`config.mk`:
```
export PLATFORM = sky130hd
export DESIGN_NAME = multdiv_start_ctrl
export DESIGN_NICKNAME = d
export VERILOG_FILES = /design/src/rtl/multdiv_pkg.sv /design/src/rtl/multdiv_start_chan.sv /design/src/rtl/multdiv_start_ctrl.sv
export SDC_FILE = /design/constraint.sdc
export NUM_CORES = 1
export LEC_CHECK = 0
export ABC_AREA = 1
export CORE_ASPECT_RATIO = 0.9
export CORE_MARGIN = 4
export CORE_UTILIZATION = 50
export CTS_BUF_LIST = sky130_fd_sc_hd__clkbuf_16
export CTS_CLUSTER_DIAMETER = 60
export DETAILED_ROUTE_END_ITERATION = 10
export GPL_ROUTABILITY_DRIVEN = 0
export HOLD_SLACK_MARGIN = 0.1
export MAX_ROUTING_LAYER = met4
export PLACE_DENSITY = 0.77
export SLEW_MARGIN = 20
export SYNTH_ARGS = -nofsm -noshare
export SYNTH_HDL_FRONTEND = slang
export SYNTH_SLANG_ARGS = --single-unit
```
`constraint.sdc`:
```
create_clock -name clock -period 1.65 [get_ports clock]
set_clock_uncertainty 0.05 [all_clocks]
set_input_delay 0.495 -clock clock [delete_from_list [all_inputs] [get_ports clock]]
set_output_delay 0.495 -clock clock [all_outputs]
set_load 0.005 [all_outputs]
```
`src/rtl/multdiv_pkg.sv`:
```
// Shared definitions for the multiplier/divider start controller.
package multdiv_pkg;

  // Per-channel life cycle of one multiply/divide request.
  typedef enum logic [1:0] {
    IDLE  = 2'd0,
    START = 2'd1,
    BUSY  = 2'd2,
    DRAIN = 2'd3
  } chan_state_t;

  // Width of a counter able to hold 0..max_cycles.
  function automatic int cnt_width(input int max_cycles);
    return $clog2(max_cycles + 1);
  endfunction

endpackage

```
`src/rtl/multdiv_start_chan.sv`:
```
// One request channel: turns a level request into a single start pulse,
// tracks the op until done / withdrawal / watchdog, then waits for the
// request to drop before it can start again.
module multdiv_start_chan
  import multdiv_pkg::*;
#(
  parameter int MAX_CYCLES = 40
) (
  input  logic clock,
  input  logic reset,
  input  logic assert_req,
  input  logic done,
  input  logic grant,
  output logic start,
  output logic busy,
  output logic idle,
  output logic cancel,
  output logic timeout
);

  localparam int CW = cnt_width(MAX_CYCLES);
  localparam logic [CW-1:0] CNT_LAST = CW'(MAX_CYCLES - 1);

  chan_state_t   state_reg, state_next;
  logic [CW-1:0] cnt_reg, cnt_next;
  logic          cancel_reg, cancel_next;
  logic          timeout_reg, timeout_next;

  // Next-state, counter and pulse decisions; done beats cancel beats timeout.
  always_comb begin
    state_next   = state_reg;
    cnt_next     = cnt_reg;
    cancel_next  = 1'b0;
    timeout_next = 1'b0;
    unique case (state_reg)
      IDLE: begin
        if (assert_req && grant) begin
          state_next = START;
          cnt_next   = '0;
        end
      end
      START: begin
        cnt_next = cnt_reg + CW'(1);
        if (done) begin
          state_next = assert_req ? DRAIN : IDLE;
        end else if (!assert_req) begin
          state_next  = IDLE;
          cancel_next = 1'b1;
        end else begin
          state_next = BUSY;
        end
      end
      BUSY: begin
        if (done) begin
          state_next = assert_req ? DRAIN : IDLE;
        end else if (!assert_req) begin
          state_next  = IDLE;
          cancel_next = 1'b1;
        end else if (cnt_reg == CNT_LAST) begin
          state_next   = DRAIN;
          timeout_next = 1'b1;
        end else begin
          cnt_next = cnt_reg + CW'(1);
        end
      end
      DRAIN: begin
        // Holding off until the request drops makes starts edge-based.
        if (!assert_req) state_next = IDLE;
      end
      default: state_next = IDLE;
    endcase
  end

  // State, counter and pulse registers; reset clears everything at once.
  always_ff @(posedge clock or negedge reset) begin
    if (!reset) begin
      state_reg   <= IDLE;
      cnt_reg     <= '0;
      cancel_reg  <= 1'b0;
      timeout_reg <= 1'b0;
    end else begin
      state_reg   <= state_next;
      cnt_reg     <= cnt_next;
      cancel_reg  <= cancel_next;
      timeout_reg <= timeout_next;
    end
  end

  assign start   = (state_reg == START);
  assign busy    = (state_reg == START) || (state_reg == BUSY);
  assign idle    = (state_reg == IDLE);
  assign cancel  = cancel_reg;
  assign timeout = timeout_reg;

endmodule

```
`src/rtl/multdiv_start_ctrl.sv`:
```
// Start-pulse and in-flight tracker for the mult/div units: NCH channels
// plus optional exclusive arbitration (lowest index wins).
module multdiv_start_ctrl
  import multdiv_pkg::*;
#(
  parameter int NCH        = 2,
  parameter int MAX_CYCLES = 40,
  parameter bit EXCLUSIVE  = 1'b0
) (
  input  logic           clock,
  input  logic           reset,
  input  logic [NCH-1:0] assert_req,
  input  logic [NCH-1:0] done,
  output logic [NCH-1:0] start,
  output logic [NCH-1:0] busy,
  output logic [NCH-1:0] cancel,
  output logic [NCH-1:0] timeout,
  output logic           in_flight
);

  logic [NCH-1:0] idle;
  logic [NCH-1:0] grant;

  generate
    if (EXCLUSIVE) begin : g_excl
      // Requesting idle channels; a grant needs no lower claimant and no
      // channel in START/BUSY (registered), so a handover costs one cycle.
      logic [NCH-1:0] claim;
      logic [NCH:0]   lower_claim;
      logic           any_busy;
      assign any_busy       = |busy;
      assign lower_claim[0] = 1'b0;
      for (genvar gi = 0; gi < NCH; gi++) begin : g_arb
        assign claim[gi]          = assert_req[gi] & idle[gi];
        assign lower_claim[gi+1]  = lower_claim[gi] | claim[gi];
        assign grant[gi]          = claim[gi] & ~lower_claim[gi] & ~any_busy;
      end
    end else begin : g_free
      assign grant = '1;
    end
  endgenerate

  generate
    for (genvar gi = 0; gi < NCH; gi++) begin : g_chan
      multdiv_start_chan #(
        .MAX_CYCLES(MAX_CYCLES)
      ) u_chan (
        .clock     (clock),
        .reset     (reset),
        .assert_req(assert_req[gi]),
        .done      (done[gi]),
        .grant     (grant[gi]),
        .start     (start[gi]),
        .busy      (busy[gi]),
        .idle      (idle[gi]),
        .cancel    (cancel[gi]),
        .timeout   (timeout[gi])
      );
    end
  endgenerate

  assign in_flight = |busy;

endmodule

```
==> impl_metrics.ini <==
[run_status]
status = finished, violations left
violations = setup timing

[finish]
instances_no_fill = 267
num-nets-final = 248
drive_gt1_share_pct = 27.75
largest_reg_flops = 12
mostFrequentLayoutCell = nand2_1
diodes = 0
area_delta_synth_final_pct = 31.57
final_cell_mix = nand2_1, dfrtp_1, buf_4, inv_1, nor2_1

[setup_path]
cp_common_cell = inv_2
crit_slowest_cell = dfrtp_1
critical_path_class = register to output port
crit_family = flip-flops
arrival_ps = 1180
worst_setup_path_end_kind = output port
crit_buf_inv = 3
cpPeakStageDelay_ps = 390
required_ps = 1100
crit_fanout = 3
crit_path_cell_trace = inv_2 -> ha_4 -> inv_2 -> nand2_1 -> buf_2
cp-start-kind = register

[timing]
max_freq_mhz = 579.9
finalHoldViolations = 0
fin_setup_tns_ps = -139.5
slew_headroom_pct = 82.32
period_share_pct = 104.5
rsz0062_at_grt = yes
finalMaxSlewViolations = 0
finalSetupViolCount = 2
tightest_slew_ps = 265.3
fin_ws_ps = -74.46
period_needed_ps = 1724

[logic_synthesis]
avgSynthCellArea_sq_um = 7.475
synth_warnings = 0
netlist_instances = 193
synth.distinct_cells = 20
ys_seq_elements = 20
synth_nets = 213
yosysSeqAreaShare_pct = 34.69
synth_area_sq_um = 1443

[power]
power_w = 0.003031
power_density_nw_per_um2 = 1597
peakVddDrop_mv = 1.211
p_leak_nw = 0.9908

[clock_tree]
htreeDepth = 1
clk_pin_slew_ps = 50
numCtsBuffers = 3
clk_latency_ps = 250
cts.sinks = 20
cts-root-buf = clkbuf_16
tritoncts = built
clockBufferDepth = 2

[routing]
routed_wl_microns = 2965
routed_via_density = 4.663
vias = 1245
wl_per_cell_microns = 11.10
drc_errors = 0
ant_nets = 0
drtPass1Iterations = 4
drt_iter0_drc = 37

[die]
core_sq_um = 2748
num_rows = 18
start_util_pct = 52.50
chipHeight_microns = 58.96
dieArea_sq_um = 3810
dieWidth_microns = 64.62
ios = 15

[global_route]
grt-ovfl-total = 0
grt_antenna_before_repair = 0
grt_max_degree = 21
grt_pass1_wl_microns = 5071
grt_use_total_pct = 17.34
grt_pass1_vias = 1288

[place]
hpwl_microns = 2260
io_buffers = 14
post-place-ws_ps = -220.1
dpl.cell_count = 260

[run]
drv_cap = 0

[worst_hold_path]
min_path_type = register to register
-- logic make-up (layout without fill, tap and decap cells) --
logic type	after synthesis	in the layout	share of synthesized area [%]
AND/OR/NAND/NOR	109	109	33.74
buffers and inverters	34	68	10.93
flip-flops	20	20	34.69
adder cells (fa/ha/maj)	14	14	12.14
AO/OA/AOI/OAI	14	14	7.285
XOR/XNOR	2	2	1.214
-- tightest hold or removal path: stages, from the launching register on --
cell     delay, ps
dfrtp_1        370
nand2_1         60
nand2_1         50
-- through the flow --
step	cell area, sq um	hold slack, ps	util, %
2_1_floorplan	1443	149.4	-
3_3_place_gp	1730	434.9	62.98
3_5_place_dp	1730	454.8	62.98
4_1_cts	1847	468.5	67.21
5_1_grt	1898	481.5	69.08
6_report	1898	465.8	69.08
-- Yosys cell counts --
cell,number,area share [%]
nand2_1,65,17
a21oi_1,2,0.69
o21ai_2,2,1.2
nand2_2,4,1.7
nor3_1,6,2.1
nand3_1,8,2.8
o21ai_1,2,0.69
nor2_1,16,4.2
xor2_1,2,1.2
inv_1,24,6.2
nor2_4,2,1.6
a21boi_1,2,1.0
o21ai_4,2,2.3
nand3_2,4,2.8
inv_2,2,0.52
nor2_2,4,1.7
o21ai_0,4,1.4
buf_4,8,4.2
ha_1,14,12
dfrtp_1,20,35
-- final cells by class --
class,count,area [sq um]
Clock inverter,1,3.754
Multi-Input combinational cell,139,834.6
Sequential cell,20,500.5
Clock buffer,3,75.07
Inverter,26,97.59
Fill cell,227,849.6
Timing Repair Buffer,38,336.6
Tap cell,40,50.05
-- power by group --
part / internal [W] / switching, W
clock: 0.000322 / 0.000164
sequential: 0.000608 / 0.000121
combinational: 0.000900 / 0.000915
-- repair_timing --
action / CTS / global route
pin swaps: 2 / 3
hold buffers: 0 / 0
setup buffers: 1 / 2
setup endpoints to repair: 5 / 15
gates resized for setup: 34 / 9
-- path summary, 6_finish.rpt --
check,endpoint,slack (ps),start,depth (start not counted)
max in group asynchronous,g_chan[1].u_chan.cnt_reg[5],800,reset,2
worst max register to register,g_chan[0].u_chan.cnt_reg[3],110,g_chan[0].u_chan.state_reg[1],8
worst max-delay path,in_flight,-70,g_chan[0].u_chan.state_reg[0],5
worst min register to register,g_chan[0].u_chan.cnt_reg[5],470,g_chan[0].u_chan.cnt_reg[5],2
min in group asynchronous,g_chan[0].u_chan.timeout,540,reset,2
worst min-delay path,g_chan[0].u_chan.cnt_reg[5],470,g_chan[0].u_chan.cnt_reg[5],2
-- routing by layer --
metal,vias to the layer above,GRT usage (%),wire (microns)
li1,650,-,-
met1,575,17.15,1243
met2,18,34.41,1615
met3,2,4.198,91
met4,0,3.614,14
met5,-,-,0
No activity file was read; power rests on OpenSTA's default activity.
